$ cat src/rtl/l2_control_pkg.sv
// l2_control_pkg: shared state type and sizing for the L2 cache controller
package l2_control_pkg;
    localparam int L2_NUM_SETS = 8;
    typedef enum logic [2:0] {INIT, IDLE, CHECK, WRITEBACK, FILL} l2_state_t;
endpackage

$ cat src/rtl/l2_lru.sv
// l2_lru: per-set 1-bit LRU file with combinational read and one write port
module l2_lru
    import l2_control_pkg::*;
#(
    parameter int NUM_SETS = L2_NUM_SETS,
    parameter int IDX_W = $clog2(NUM_SETS)
) (
    input  logic             clk,
    input  logic             rst_n,
    input  logic             we,
    input  logic [IDX_W-1:0] index,
    input  logic             din,
    output logic             dout
);
    logic [NUM_SETS-1:0] bits;
    always_ff @(posedge clk or negedge rst_n)
        if (!rst_n) bits <= '0;
        else if (we) bits[index] <= din;
    assign dout = bits[index];
endmodule

$ cat src/rtl/l2_control.sv
// l2_control: sequencing FSM, set-clear counter and victim latch for the 2-way write-back L2
module l2_control
    import l2_control_pkg::*;
#(
    parameter int NUM_SETS = L2_NUM_SETS,
    parameter int IDX_W = $clog2(NUM_SETS)
) (
    input  logic             clk,
    input  logic             rst_n,
    input  logic             mem_read,
    input  logic             mem_write,
    output logic             mem_resp,
    input  logic [IDX_W-1:0] index,
    input  logic [1:0]       hit,
    input  logic [1:0]       valid,
    input  logic [1:0]       dirty,
    output logic             pmem_read,
    output logic             pmem_write,
    input  logic             pmem_resp,
    output logic [1:0]       load_v,
    output logic [1:0]       load_d,
    output logic [1:0]       load_TD,
    output logic             v_in,
    output logic             d_in,
    output logic             data_sel,
    output logic             addr_sel,
    output logic             way_sel,
    output logic             index_sel,
    output logic [IDX_W-1:0] init_index,
    output logic             busy
);
    l2_state_t        state;
    logic [IDX_W-1:0] cnt;
    logic             victim, lru_out, hit_way;
    logic             in_init, chk_hit, chk_wr, in_wb, in_fill, fill_done;
    logic [1:0]       hit_oh, vic_oh;
    l2_lru #(.NUM_SETS(NUM_SETS), .IDX_W(IDX_W)) u_lru (
        .clk(clk),
        .rst_n(rst_n),
        .we(chk_hit),
        .index(index),
        .din(~hit_way),
        .dout(lru_out)
    );
    always_ff @(posedge clk or negedge rst_n)
        if (!rst_n) begin
            state  <= INIT;
            cnt    <= '0;
            victim <= 1'b0;
        end else begin
            unique case (state)
                INIT: begin
                    cnt   <= (cnt == IDX_W'(NUM_SETS - 1)) ? '0 : cnt + 1'b1;
                    state <= (cnt == IDX_W'(NUM_SETS - 1)) ? IDLE : INIT;
                end
                IDLE: state <= (mem_read || mem_write) ? CHECK : IDLE;
                CHECK: begin
                    victim <= (|hit) ? victim : lru_out;
                    state  <= (|hit) ? IDLE : (valid[lru_out] && dirty[lru_out]) ? WRITEBACK : FILL;
                end
                WRITEBACK: state <= pmem_resp ? FILL : WRITEBACK;
                FILL: state <= pmem_resp ? CHECK : FILL;
                default: state <= INIT;
            endcase
        end
    // every strobe and request is gated by rst_n so nothing leaks out while reset is held
    assign in_init    = rst_n && state == INIT;
    assign chk_hit    = rst_n && state == CHECK && |hit;
    assign chk_wr     = chk_hit && mem_write;
    assign in_wb      = rst_n && state == WRITEBACK;
    assign in_fill    = rst_n && state == FILL;
    assign fill_done  = in_fill && pmem_resp;
    assign hit_way    = ~hit[0];
    assign hit_oh     = hit_way ? 2'b10 : 2'b01;
    assign vic_oh     = victim ? 2'b10 : 2'b01;
    assign mem_resp   = chk_hit;
    assign pmem_write = in_wb;
    assign pmem_read  = in_fill;
    assign addr_sel   = in_wb;
    assign way_sel    = chk_hit ? hit_way : victim;
    assign load_TD    = chk_wr ? hit_oh : fill_done ? vic_oh : 2'b00;
    assign load_d     = in_init ? 2'b11 : load_TD;
    assign load_v     = in_init ? 2'b11 : fill_done ? vic_oh : 2'b00;
    assign v_in       = fill_done;
    assign d_in       = chk_wr;
    assign data_sel   = chk_wr;
    assign index_sel  = in_init;
    assign init_index = cnt;
    assign busy       = state != IDLE;
endmodule

$ cat config.mk
export PLATFORM = sky130hd
export DESIGN_NAME = l2_control
export DESIGN_NICKNAME = d
export VERILOG_FILES = /design/src/rtl/l2_control_pkg.sv /design/src/rtl/l2_lru.sv /design/src/rtl/l2_control.sv
export SDC_FILE = /design/constraint.sdc
export NUM_CORES = 1
export LEC_CHECK = 0
export ABC_AREA = 1
export BUFFER_PORTS_ARGS = -buffer_cell sky130_fd_sc_hd__buf_2
export CORE_AREA = 10 10 61 63
export CTS_CLUSTER_DIAMETER = 40
export CTS_CLUSTER_SIZE = 25
export DETAILED_ROUTE_END_ITERATION = 12
export DIE_AREA = 0 0 71 73
export PLACE_DENSITY_LB_ADDON = 0.25
export SYNTH_ARGS = -nofsm -noshare
export SYNTH_HDL_FRONTEND = slang
export SYNTH_SLANG_ARGS = --single-unit
$ cat constraint.sdc
create_clock -name clk -period 2.9 [get_ports clk]
set_clock_uncertainty 0.05 [all_clocks]
set_input_delay 0.145 -clock clk [delete_from_list [all_inputs] [get_ports clk]]
set_output_delay 0.145 -clock clk [all_outputs]
set_load 0.01 [all_outputs]
Yosys cells after proc, flatten, opt, wreduce, memory -nomap -nowiden
Index checks and enable logic that the tools add are counted.
{"block": "word_totals", "ff_bits": 15, "latchBits": 0, "mem_bits_rw": 0, "rom_bits": 0, "wordCells": 53, "n_memories": 0}
{"block": "op_classes", "addsub": 1, "mul": 0, "div": 0, "n_lt_le_gt_ge": 3, "n_eq_ne": 6, "shift": 0, "muxes": 24, "bitwise": 2, "reduce_logical": 13}
{"operator": "$mux 3", "count": 5}
{"operator": "$pmux 3 s5", "count": 1}
{"operator": "$mux 2", "count": 7}
{"operator": "$logic_and 1x1->1", "count": 9}
{"operator": "$bwmux 8", "count": 1}
{"operator": "$mux 1", "count": 8}
{"operator": "$eq 3x2->1 const B", "count": 2}
{"operator": "$eq 3x3->1 const B", "count": 2}
{"operator": "$lt 3x4->1 const B", "count": 1}
{"operator": "$add 3x1->3 const B", "count": 1}
{"operator": "$bmux 1 s3", "count": 1}
{"operator": "$demux 1 s3", "count": 1}
{"operator": "$eq 3x1->1 const B", "count": 1}
{"operator": "$ge 3x1->1 const B", "count": 1}
{"operator": "$logic_not 3->1", "count": 1}
{"operator": "$ne 3x1->1 const B", "count": 1}
{"operator": "$lt 1x2->1 const B", "count": 1}
{"operator": "$not 1->1", "count": 2}
{"operator": "$reduce_and 2->1", "count": 1}
{"operator": "$reduce_or 2->1", "count": 1}
{"operator": "$logic_or 1x1->1", "count": 1}

Depth between registers and ports, before layout
{"block": "logic_depth", "word_depth": 8, "ltp_mapped": 10}

Cells and area by module
A second synthesis with hierarchy kept.
{"block": "unflattened", "hier_cells": 154, "hier_area_um2": 1026.0}
{"mod": "l2_control", "instances": 1, "cells_each": 85, "area_per_inst_um2": 583.1, "seq_area_each_um2": 175.2}
{"mod": "l2_lru", "instances": 1, "cells_each": 69, "area_per_inst_um2": 442.9, "seq_area_each_um2": 200.2}

Least setup slack after synthesis
OpenSTA, ideal clock, no wires.
{"block": "synth_timing", "path_kind": "register to output", "start": "register state[2]", "end": "output load_d[1]", "arrival_ns": 1.251, "required_ns": 2.705, "setup_slack_ns": 1.454, "stages_incl_launch_ff": 8, "path_buffers": 0, "cell_sequence": "dfrtp_1 -> inv_2 -> nand3_2 -> nor3_4 -> inv_4 -> nor2_4 -> nand2_1 -> nand3_1"}
{"block": "synth_between", "elab_chain_len": 6}
{"element": "start: declaration", "line": "l2_control.sv:32", "rtl": "l2_state_t state;"}
{"element": "start signal: assignment", "line": "l2_control.sv:54", "rtl": "state <= (cnt == IDX_W'(NUM_SETS - 1)) ? IDLE : INIT;"}
{"element": "start signal: assignment", "line": "l2_control.sv:56", "rtl": "IDLE: state <= (mem_read || mem_write) ? CHECK : IDLE;"}
{"element": "start signal: assignment", "line": "l2_control.sv:59", "rtl": "state <= (|hit) ? IDLE : (valid[lru_out] && dirty[lru_out]) ? WRITEBACK : FILL;"}
{"element": "$eq 3x2->1", "line": "l2_control.sv:68", "rtl": "assign chk_hit = rst_n && state == CHECK && |hit;"}
{"element": "$logic_and 1x1->1 (2 in series)", "line": "l2_control.sv:68"}
{"element": "net mem_resp", "line": "l2_control.sv:12", "rtl": "output logic mem_resp,"}
{"element": "$logic_and 1x1->1", "line": "l2_control.sv:69", "rtl": "assign chk_wr = chk_hit && mem_write;"}
{"element": "net d_in", "line": "l2_control.sv:24", "rtl": "output logic d_in,"}
{"element": "$mux 2", "line": "l2_control.sv:81", "rtl": "assign load_TD = chk_wr ? hit_oh : fill_done ? vic_oh : 2'b00;"}
{"element": "$mux 2", "line": "l2_control.sv:82", "rtl": "assign load_d = in_init ? 2'b11 : load_TD;"}
{"element": "end: declaration", "line": "l2_control.sv:21", "rtl": "output logic [1:0] load_d,"}
The timed path passes the listed nets, and every way through them passes these cells.

Worst setup path after layout
{"block": "layout_timing", "start": "input rst_n", "end": "output load_d[1]"}
{"block": "layout_between", "elab_chain_len": 5}
{"element": "start: declaration", "line": "l2_control.sv:9", "rtl": "input logic rst_n,"}
{"element": "$logic_and 1x1->1, on equally long branches", "line": "l2_control.sv:71, l2_control.sv:68"}
{"element": "$logic_and 1x1->1, on equally long branches", "line": "l2_control.sv:72, l2_control.sv:68"}
{"element": "$mux 2 / $logic_and 1x1->1 (equally long branches)", "line": "l2_control.sv:81, l2_control.sv:69"}
{"element": "$mux 2", "line": "l2_control.sv:81"}
{"element": "$mux 2 (*)", "line": "l2_control.sv:82"}
Mark *: on every way between the ends. The rest lies on a longest branch, timed or not.

==> flow_metrics.tcl <==
set metrics [dict create \
    status "completed" \
    slowest_delay_ps 520 \
    ctsRootBufferMaster "clkbuf_4" \
    netlist_area_um2 989.7 \
    cp.required_ps 2710 \
    crit_fanout 16 \
    yosys_warnings 0 \
    hold_violations 0 \
    cts_resized 0 \
    clockBufferDepth 2 \
    clk_latency_ps 280 \
    drc 0 \
    final_common_cell "nand2_1" \
    cp_data_arrival_time_ps 1940 \
    ys_types 23 \
    drive_gt1_share_pct 27.37 \
    antenna_found_initial 0 \
    numCtsBuffers 3 \
    synth_nets 160 \
    period_share_pct 73.48 \
    syn2layout_area_growth_pct 22.25 \
    rsz0062_at_grt "no" \
    fin_hold_ws_ps 147.7 \
    grt_pass1_vias 958 \
    cts_tree "built" \
    cap_viol_max_count 0 \
    initial_utilization_pct 37.85 \
    grt_pass1_wl_mm 4.091 \
    place_area_um2 1174 \
    io_buffers 32 \
    worst_ir_drop_vdd_v 0.0003822 \
    clkSlewWorstSetupHoldPaths_ps 80 \
    fin_cells 210 \
    clock_sinks 15 \
    pin_count 33 \
    dp.final_hpwl_mm 2.038 \
    cts-htree-levels 1 \
    die_area_um2 5183 \
    synth-seq-cells 15 \
    cp_top_family "buffers and inverters" \
    path_class "in -> out" \
    place_congestion 0.8239 \
    slowest_stage "dlygate4sd3_1" \
    worstPathCellList "dlygate4sd3_1, buf_2, inv_2, nor3_4, inv_4, nor2_4, nand2_1, nand3_1, buf_2" \
    setup_viol 0 \
    worst_pin_slew_ps 347.4 \
    worstSetupStartpointType "input pin" \
    grt_start_max_net_pins 17 \
    ys_seq_area_share_pct 37.93 \
    powerDensity_nw_per_um2 765.3 \
    core-area_um2 2615 \
    insertedDiodeCount 0 \
    critPathCaptureType "output pin" \
    fp.dieH_um 73 \
    syn_inst 144 \
    fmax_ghz 0.4693 \
    finalInstanceArea_um2 1210 \
    drtPass1Iterations 4 \
    grt_overflow_total 0 \
    power_leakage_nw 0.6828 \
    final_cell_mix "nand2_1, buf_2, inv_1" \
    final.min_clock_period_ps 2131 \
    grtUsageTotal_pct 9.263 \
    antenna_left 0 \
    tns_ps 0 \
    r2r_slack_ps 1400 \
    max_slew_margin_pct 76.76 \
    min-delay-path-class "in -> reg" \
    dieWidth_um 71 \
    finish.net_count 196 \
    first_iter_violations 39 \
    dp.cells 205 \
    critPathBufInv 5 \
    routedWlPerCell_um 11.27 \
    vias 986 \
    drv_slew 0 \
    synth_area_per_cell_um2 6.873 \
    crit_top_cell "buf_2" \
    wirelength_mm 2.367 \
    nFillCells 275 \
    viasPerCell 4.695 \
    fp-row-count 19 \
]
[cell usage after synthesis (all sizes together)]
cell type / number / area, um^2
a211oi: 1 / 7.510
a31oi: 1 / 6.260
buf: 2 / 15.01
dfrtp: 15 / 375.4
ha: 2 / 25.02
inv: 22 / 87.58
nand2: 57 / 219.0
nand3: 8 / 45.04
nor2: 18 / 92.59
nor3: 3 / 31.28
o21a: 1 / 7.510
o21ai: 12 / 60.05
o21bai: 1 / 11.26
o22ai: 1 / 6.260
[what timing repair did]
item | in CTS | in global routing
endpoints found under the hold margin | 15 | 0
hold buffers | 1 | 0
buffers inserted | 0 | 0
[power by group]
part           total [mW]  internal [mW]  switching [mW]
combinational       0.449          0.177           0.272
sequential          0.359          0.301          0.0587
clock               0.117         0.0534          0.0640
[through the flow]
step | power [mW] | setup WS (ps) | util (%)
6_report | 0.9260 | 769.1 | 46.27
3_5_place_dp | 0.8212 | 1259 | 44.88
2_1_floorplan | 0.6674 | 1454 | -
5_1_grt | 1.022 | 561.5 | 46.27
3_3_place_gp | 0.8028 | 1337 | 44.88
4_1_cts | 0.9406 | 719.0 | 46.27
[flip-flops by register name, summed over array words and instances, names as in the netlist]
name and flops:
u_lru.bits 8, init_index 3, state 3, victim 1
[routing by layer]
metal | vias to the layer above | share of wire, % | track usage, %
li1 | 519 | - | -
met1 | 435 | 44 | 10.97
met2 | 28 | 45 | 14.64
met3 | 4 | 9.8 | 3.946
met4 | 0 | 1.4 | 3.226
met5 | - | 0 | 0
[kinds of logic (layout without fill, tap and decap cells)]
logic type / after synthesis / in the layout / synth area share, %
buf+inv: 24 / 59 / 10.37
flops: 15 / 15 / 37.93
simple gates: 86 / 86 / 39.19
fa+ha+maj: 2 / 2 / 2.528
compound gates: 17 / 17 / 9.988
[worst register-to-register path, stage by stage, from the launching register on]
cell and delay (ps):
dfrtp_1 410, inv_2 90, nand3_2 140, nor3_4 260, inv_4 100, nor2_4 130, nand2_1 80, nand2_1 60
o21ai_1 60
[final cells by class]
type | instances | area (um^2) | area share, %
clock buffer | 4 | 26.28 | 2.172
inverter | 22 | 87.58 | 7.239
multi-input combinational | 105 | 511.7 | 42.30
sequential | 15 | 375.4 | 31.02
tap | 31 | 38.79 | 3.206
timing repair buffer | 33 | 170.2 | 14.06
[path summary, 6_finish.rpt]
kind | from | endpoint | cells after the start
min in group asynchronous | rst_n | u_lru.bits[1] | 2
max reg2reg | state[2] | u_lru.bits[7] | 8
min reg2reg | u_lru.bits[0] | u_lru.bits[0] | 2
min | pmem_resp | state[1] | 4
max | rst_n | load_d[1] | 9
max in group asynchronous | rst_n | init_index[2] | 2
No activity file was read; power rests on OpenSTA's default activity.
